File: config.mk
export PLATFORM = sky130hd
export DESIGN_NAME = alu_share_arbiter
export DESIGN_NICKNAME = d
export VERILOG_FILES = /design/src/rtl/alu_share_arbiter.sv
export SDC_FILE = /design/constraint.sdc
export NUM_CORES = 1
export LEC_CHECK = 0
export CAP_MARGIN = 40
export CORE_ASPECT_RATIO = 0.9
export CORE_MARGIN = 2
export CORE_UTILIZATION = 38
export DETAILED_ROUTE_END_ITERATION = 12
export PLACE_DENSITY = 0.81
export SLEW_MARGIN = 20
export SYNTH_ARGS = -nofsm -noshare
export SYNTH_HDL_FRONTEND = slang
export SYNTH_SLANG_ARGS = --single-unit
File: constraint.sdc
create_clock -name clk -period 3.8 [get_ports clk]
set_input_delay 0.38 -clock clk [delete_from_list [all_inputs] [get_ports clk]]
set_output_delay 0.38 -clock clk [all_outputs]
set_load 0.01 [all_outputs]
File: src/rtl/alu_share_arbiter.sv
// alu_share_arbiter: shares one combinational ALU between two requesters.
// Round-robin arbitration, one registered execute cycle, and a tagged
// valid/ready response channel. Illegal opcodes (op[3]=1) skip the ALU.
module alu_share_arbiter #(
  parameter int word_size = 32
) (
  input  logic                 clk,
  input  logic                 rst,
  input  logic                 req0_valid,
  input  logic [3:0]           req0_op,
  input  logic [word_size-1:0] req0_a,
  input  logic [word_size-1:0] req0_b,
  output logic                 req0_ready,
  input  logic                 req1_valid,
  input  logic [3:0]           req1_op,
  input  logic [word_size-1:0] req1_a,
  input  logic [word_size-1:0] req1_b,
  output logic                 req1_ready,
  output logic [3:0]           alu_op,
  output logic [word_size-1:0] alu_a,
  output logic [word_size-1:0] alu_b,
  input  logic [word_size-1:0] alu_r,
  input  logic                 alu_zero,
  output logic                 rsp_valid,
  output logic                 rsp_id,
  output logic [word_size-1:0] rsp_result,
  output logic                 rsp_zero,
  output logic                 rsp_err,
  input  logic                 rsp_ready
);

  typedef enum logic [1:0] {
    IDLE = 2'd0,
    EXEC = 2'd1,
    RESP = 2'd2
  } state_t;

  state_t               state;
  state_t               next_state;
  logic                 last_grant;
  logic                 winner;
  logic                 accept;
  logic [3:0]           win_op;
  logic [word_size-1:0] win_a;
  logic [word_size-1:0] win_b;

  // Pick the winner: a lone requester wins; on a tie the one not granted last wins.
  always_comb begin
    winner = 1'b0;
    if (req0_valid && req1_valid) begin
      winner = ~last_grant;
    end else if (req1_valid) begin
      winner = 1'b1;
    end
    win_op = winner ? req1_op : req0_op;
    win_a  = winner ? req1_a  : req0_a;
    win_b  = winner ? req1_b  : req0_b;
  end

  // State register; reset aborts any in-flight operation.
  always_ff @(posedge clk or posedge rst) begin
    if (rst) begin
      state <= IDLE;
    end else begin
      state <= next_state;
    end
  end

  // Next-state and handshake decode; readies are held low while reset is active.
  always_comb begin
    next_state = state;
    accept     = 1'b0;
    req0_ready = 1'b0;
    req1_ready = 1'b0;
    case (state)
      IDLE: begin
        if (!rst && (req0_valid || req1_valid)) begin
          accept     = 1'b1;
          req0_ready = ~winner;
          req1_ready = winner;
          next_state = win_op[3] ? RESP : EXEC;
        end
      end
      EXEC: begin
        next_state = RESP;
      end
      RESP: begin
        if (rsp_ready) begin
          next_state = IDLE;
        end
      end
      default: begin
        next_state = IDLE;
      end
    endcase
  end

  assign rsp_valid = (state == RESP);

  // Operand registers feeding the ALU; they only move on accept so the ALU
  // output stays stable through EXEC and RESP.
  always_ff @(posedge clk or posedge rst) begin
    if (rst) begin
      alu_op <= 4'd0;
      alu_a  <= '0;
      alu_b  <= '0;
    end else if (accept) begin
      alu_op <= win_op;
      alu_a  <= win_a;
      alu_b  <= win_b;
    end
  end

  // Response registers: id on accept, result on EXEC or forced error on an illegal op.
  always_ff @(posedge clk or posedge rst) begin
    if (rst) begin
      rsp_id     <= 1'b0;
      rsp_result <= '0;
      rsp_zero   <= 1'b0;
      rsp_err    <= 1'b0;
    end else if (accept) begin
      rsp_id <= winner;
      if (win_op[3]) begin
        rsp_result <= '0;
        rsp_zero   <= 1'b0;
        rsp_err    <= 1'b1;
      end
    end else if (state == EXEC) begin
      rsp_result <= alu_r;
      rsp_zero   <= alu_zero;
      rsp_err    <= 1'b0;
    end
  end

  // Tie-break pointer moves only when a response is consumed.
  always_ff @(posedge clk or posedge rst) begin
    if (rst) begin
      last_grant <= 1'b1;
    end else if (state == RESP && rsp_ready) begin
      last_grant <= rsp_id;
    end
  end

endmodule

# After elaboration in Yosys (flattened, before gate mapping)
# Cells that the tools add are included.
# totals
inputBits	174
elab_cells	49
out_inout_bits	106
reg_bits	106
# op_classes
n_reduce_logical	9
muxes	24
bitwise	2
n_eq_ne	5
# ops
op	n
32-bit 2-to-1 mux	5
1-bit 2-to-1 mux	14
2-bit 2-to-1 mux	3
2-bit case mux with 3 select lines	1
4-bit 2-to-1 mux	1
2-bit by 1-bit inequality test with 1-bit output (second input constant)	2
2-bit AND reduction	2
1-bit logical AND	3
2-bit by 1-bit equality test with 1-bit output (second input constant)	1
2-bit equality test (second input constant)	1
2-bit zero test	1
2-bit inequality test (second input constant)	1
1-bit inverter	2
2-bit nonzero test	1
1-bit zero test	1
1-bit logical OR	1

# Longest topological paths before layout
# logic_depth
depth_word	6
depth_mapped	6
mapped_depth_nobuf	3

# Least setup slack after synthesis
# Ideal clock, no wire load.
# synth_timing
kind	reg2out
from	register state[1]
to	output port req0_ready
slack_ns	2.255
t_arrival_ns	1.165
n_path_buf	2
required_time_ns	3.420
path_stages_with_launch	5
cell_sequence	dfrtp_1 -> nor3_4 -> and3_1 -> buf_6 -> buf_2
# synth_via
elab_chain_len	2
# synth_rtl
element	line_no	text
from (decl)	38	state_t state;
from (signal assigned)	65	state <= next_state;
2-bit zero test	75	case (state)
1-bit 2-to-1 mux	75	
to (decl)	13	output logic req0_ready,
# No other way between the ends.

# Worst setup path in the final report
# layout_timing
from	input port rst
to	output port req0_ready
# layout_via
elab_chain_len	4
# layout_rtl
element	line_no	text
from (decl)	8	input logic rst,
1-bit zero test (no source line)	n/a	
1-bit logical AND	77	if (!rst && (req0_valid || req1_valid)) begin
1-bit 2-to-1 mux	77	
1-bit 2-to-1 mux	75	
# No other way between the ends.

==> results by group <==
Logic synthesis
  – Yosys reg bits: 106
  – Synth area leaders: dfrtp_1, a221o_1, a21boi_0
  – Area share of the largest cell type after synthesis: 0.558
  – Asr flop ratio synth: 1.00
  – Synthesized cell area: around 4700 sq um
  – Sequential share of the synthesized area: 0.563
  – Syn nets: 544
  – Post-synth EDFFs: 0
  – Synth cell types: 24
  – Dominant synthesized flop cell: dfrtp_1
  – Post-synthesis cell type with the largest combined area: dfrtp_1
  – Gate Count Post-Synth: 370
  – Synthesis Warnings: 0
  – Syn Area/Cell: 12.7 sq um

Job
  – Max cap viols: 0

Placed design
  – Port Buf Inserts: between 200 and 300
  – DP Wirelength: 11300 microns
  – Dpl ws: approximately 1.1 ns
  – DP Area: 7570 sq um
  – Final Wtd Congestion: 0.795
  – Number of placed cells counting well taps: between 700 and 800

Cells and area
  – Area of the multi-input gates: around 1800 sq um
  – Most frequent cells in the layout: clkdlybuf4s50_1, dfrtp_1, a21boi_0, a221o_1, a21oi_1
  – Area Growth Syn to Fin: 66.6%
  – Final Non-Filler Cells: just under 800
  – Commonest non-fill, non-tap cell in the layout: clkdlybuf4s50_1
  – Util after Layout: 0.650
  – Final instance area: slightly below 8000 sq um
  – Seq. cell area: 2650 sq um
  – Final Net Count: 800
  – Filler Cell Count: between 900 and 1k
  – Diodes inserted: 0
  – Fraction of layout cells with a size suffix above 1: 0.0523

Power and ir drop
  – Power per cell area: 683 nW/um^2
  – Max VDD drop: 0.419 mV
  – Leak: 3.27 nW

Clock tree
  – Register clock-pin slew on the reported worst setup and hold paths: around 0.070 ns
  – Num CTS Buffers: 9
  – TritonCTS clock tree: built
  – H-tree depth: 3
  – Post-CTS setup repair buffer count: 0
  – Root buf cell: clkbuf_16
  – # resized after CTS: 0
  – Clock Latency Late Sink: 0.34 ns
  – CTS sink cnt: roughly 110
  – CTS Hold Buffers Added: 0
  – Max Buffers Root-to-Sink: 2

Setup path
  – CP Class: in2out
  – CP startpoint kind: primary input
  – Req. time, crit path: 3.42 ns
  – R2R Path End: alu_op[3]
  – Worst R2R Path Depth: 5
  – Worst Setup End Kind: output pin
  – RR Startpoint: state[1]
  – CP arrival: 2.09 ns
  – Worst Path Max Fanout: 11
  – R2R setup slack: 1.51 ns

Hold path
  – Worst Hold End: rsp_err
  – Tightest Hold Check Type: reg2reg
  – Hold_sp: rsp_err
  – Worst Hold Depth: 1

Floorplan
  – Die width: around 120 microns
  – Number of cell rows: 38
  – Core area: 12100 sq um
  – Starting density of the core: 0.390
  – IO Count: 280
  – Die H: 110 microns
  – Die area: 13300 sq um

Drt
  – DR WL/cell: between 15 and 20 microns
  – Iter 0 DRT Violations: between 300 and 400
  – First-pass DRT Iterations: 6
  – Post-DR vias/cell: 5.46
  – Drt drc: 0
  – Routed Antenna Nets: 0
  – Total wire length: roughly 16000 microns
  – Vias: approximately 4.3k

Timing
  – Final setup skew: 0.00672 ns
  – Final setup viols: 0
  – Worst slew margin: 0.488
  – Max Clk Rate: 404 MHz
  – Setup tns final: 0 ns
  – Fin. Hold Viols: 0
  – Tcrit/Tclk final: 0.651
  – Post-layout minimum cycle time: 2.47 ns
  – RSZ-0062 raised after global routing: false
  – Setup WS post-layout: 1.33 ns
  – Final Max Slew Viols: 0
  – Worst-Margin Slew: 0.768 ns

Global route
  – Total track usage: 0.232
  – Initial antenna violation count: 0
  – Largest net degree at the start of global routing: between 60 and 70
  – Global-route wire length before repair: 23700 microns
  – GRT overflow: 0
  – Vias in the first global route: 4442

Outcome
  – Outcome: finished clean
-- critical path: stages --
cell,delay (ns)
clkdlybuf4s50_1,0.52
nor3_4,0.36
and3_2,0.29
clkdlybuf4s50_1,0.53
-- worst max-delay path by stage --
stage / from / to / slack, ns / depth (start not counted)
after floorplan: rst / alu_a[0] / 0.63 / 1
after global placement: rst / alu_op[3] / 1.19 / 6
final: rst / req0_ready / 1.33 / 4
after global routing: rst / req0_ready / 1.22 / 4
after detailed placement: rst / alu_op[3] / 1.14 / 6
after CTS: rst / req0_ready / 1.32 / 4
-- state kept, by name, summed over array words and instances, names as in the netlist --
register    flops
state           2
last_grant      1
alu_a          32
rsp_id          1
rsp_err         1
alu_b          32
alu_op          4
rsp_zero        1
rsp_result     32
-- kinds of logic (layout without fill, tap and decap cells) --
kind of cell | Yosys count | in the layout | synth area share
compound gates | 171 | 171 | 0.290
flops | 106 | 106 | 0.563
buf+inv | 43 | 304 | 0.0491
mux | 36 | 36 | 0.0773
simple gates | 14 | 14 | 0.0199
-- layout make-up --
class	instances	area share
clock inverters	4	0.00335
inverters	1	0.000797
repair buffers	287	0.366
multi-input cells	221	0.234
clock buffers	12	0.0327
well taps	160	0.0255
flip-flops and latches	106	0.338
-- Yosys cell counts (all sizes together) (2+ instances only) --
cell,n
clkbuf,11
a21boi,68
a21oi,34
mux2,3
dfrtp,105
buf,31
mux2i,33
a221o,67
nand2b,2
nor2b,4
and2,2
-- power by group --
| part | total, mW | leakage (nW) | switching (mW) | internal, mW |
|---|---|---|---|---|
| sequential | 1.95 | 1.34 | 0.301 | 1.65 |
| combinational | 2.53 | 1.79 | 1.01 | 1.53 |
| clock | 0.880 | 0.139 | 0.401 | 0.479 |
-- per-stage QoR --
stage / hold slack, ns / power, mW
2_1_floorplan: 0.525 / 3.01
3_3_place_gp: 0.487 / 4.41
3_5_place_dp: 0.495 / 4.50
4_1_cts: 0.513 / 5.41
5_1_grt: 0.524 / 5.67
6_report: 0.512 / 5.36
-- routing by layer --
metal | share of wire | vias to the layer above | GRT usage
met1 | 0.40 | 2123 | 0.284
met3 | 0.075 | 40 | 0.0804
met2 | 0.50 | 209 | 0.384
met4 | 0.026 | 0 | 0.0796
met5 | 0 | - | 0
li1 | - | 1944 | -
(Power assumes the default switching activity.)
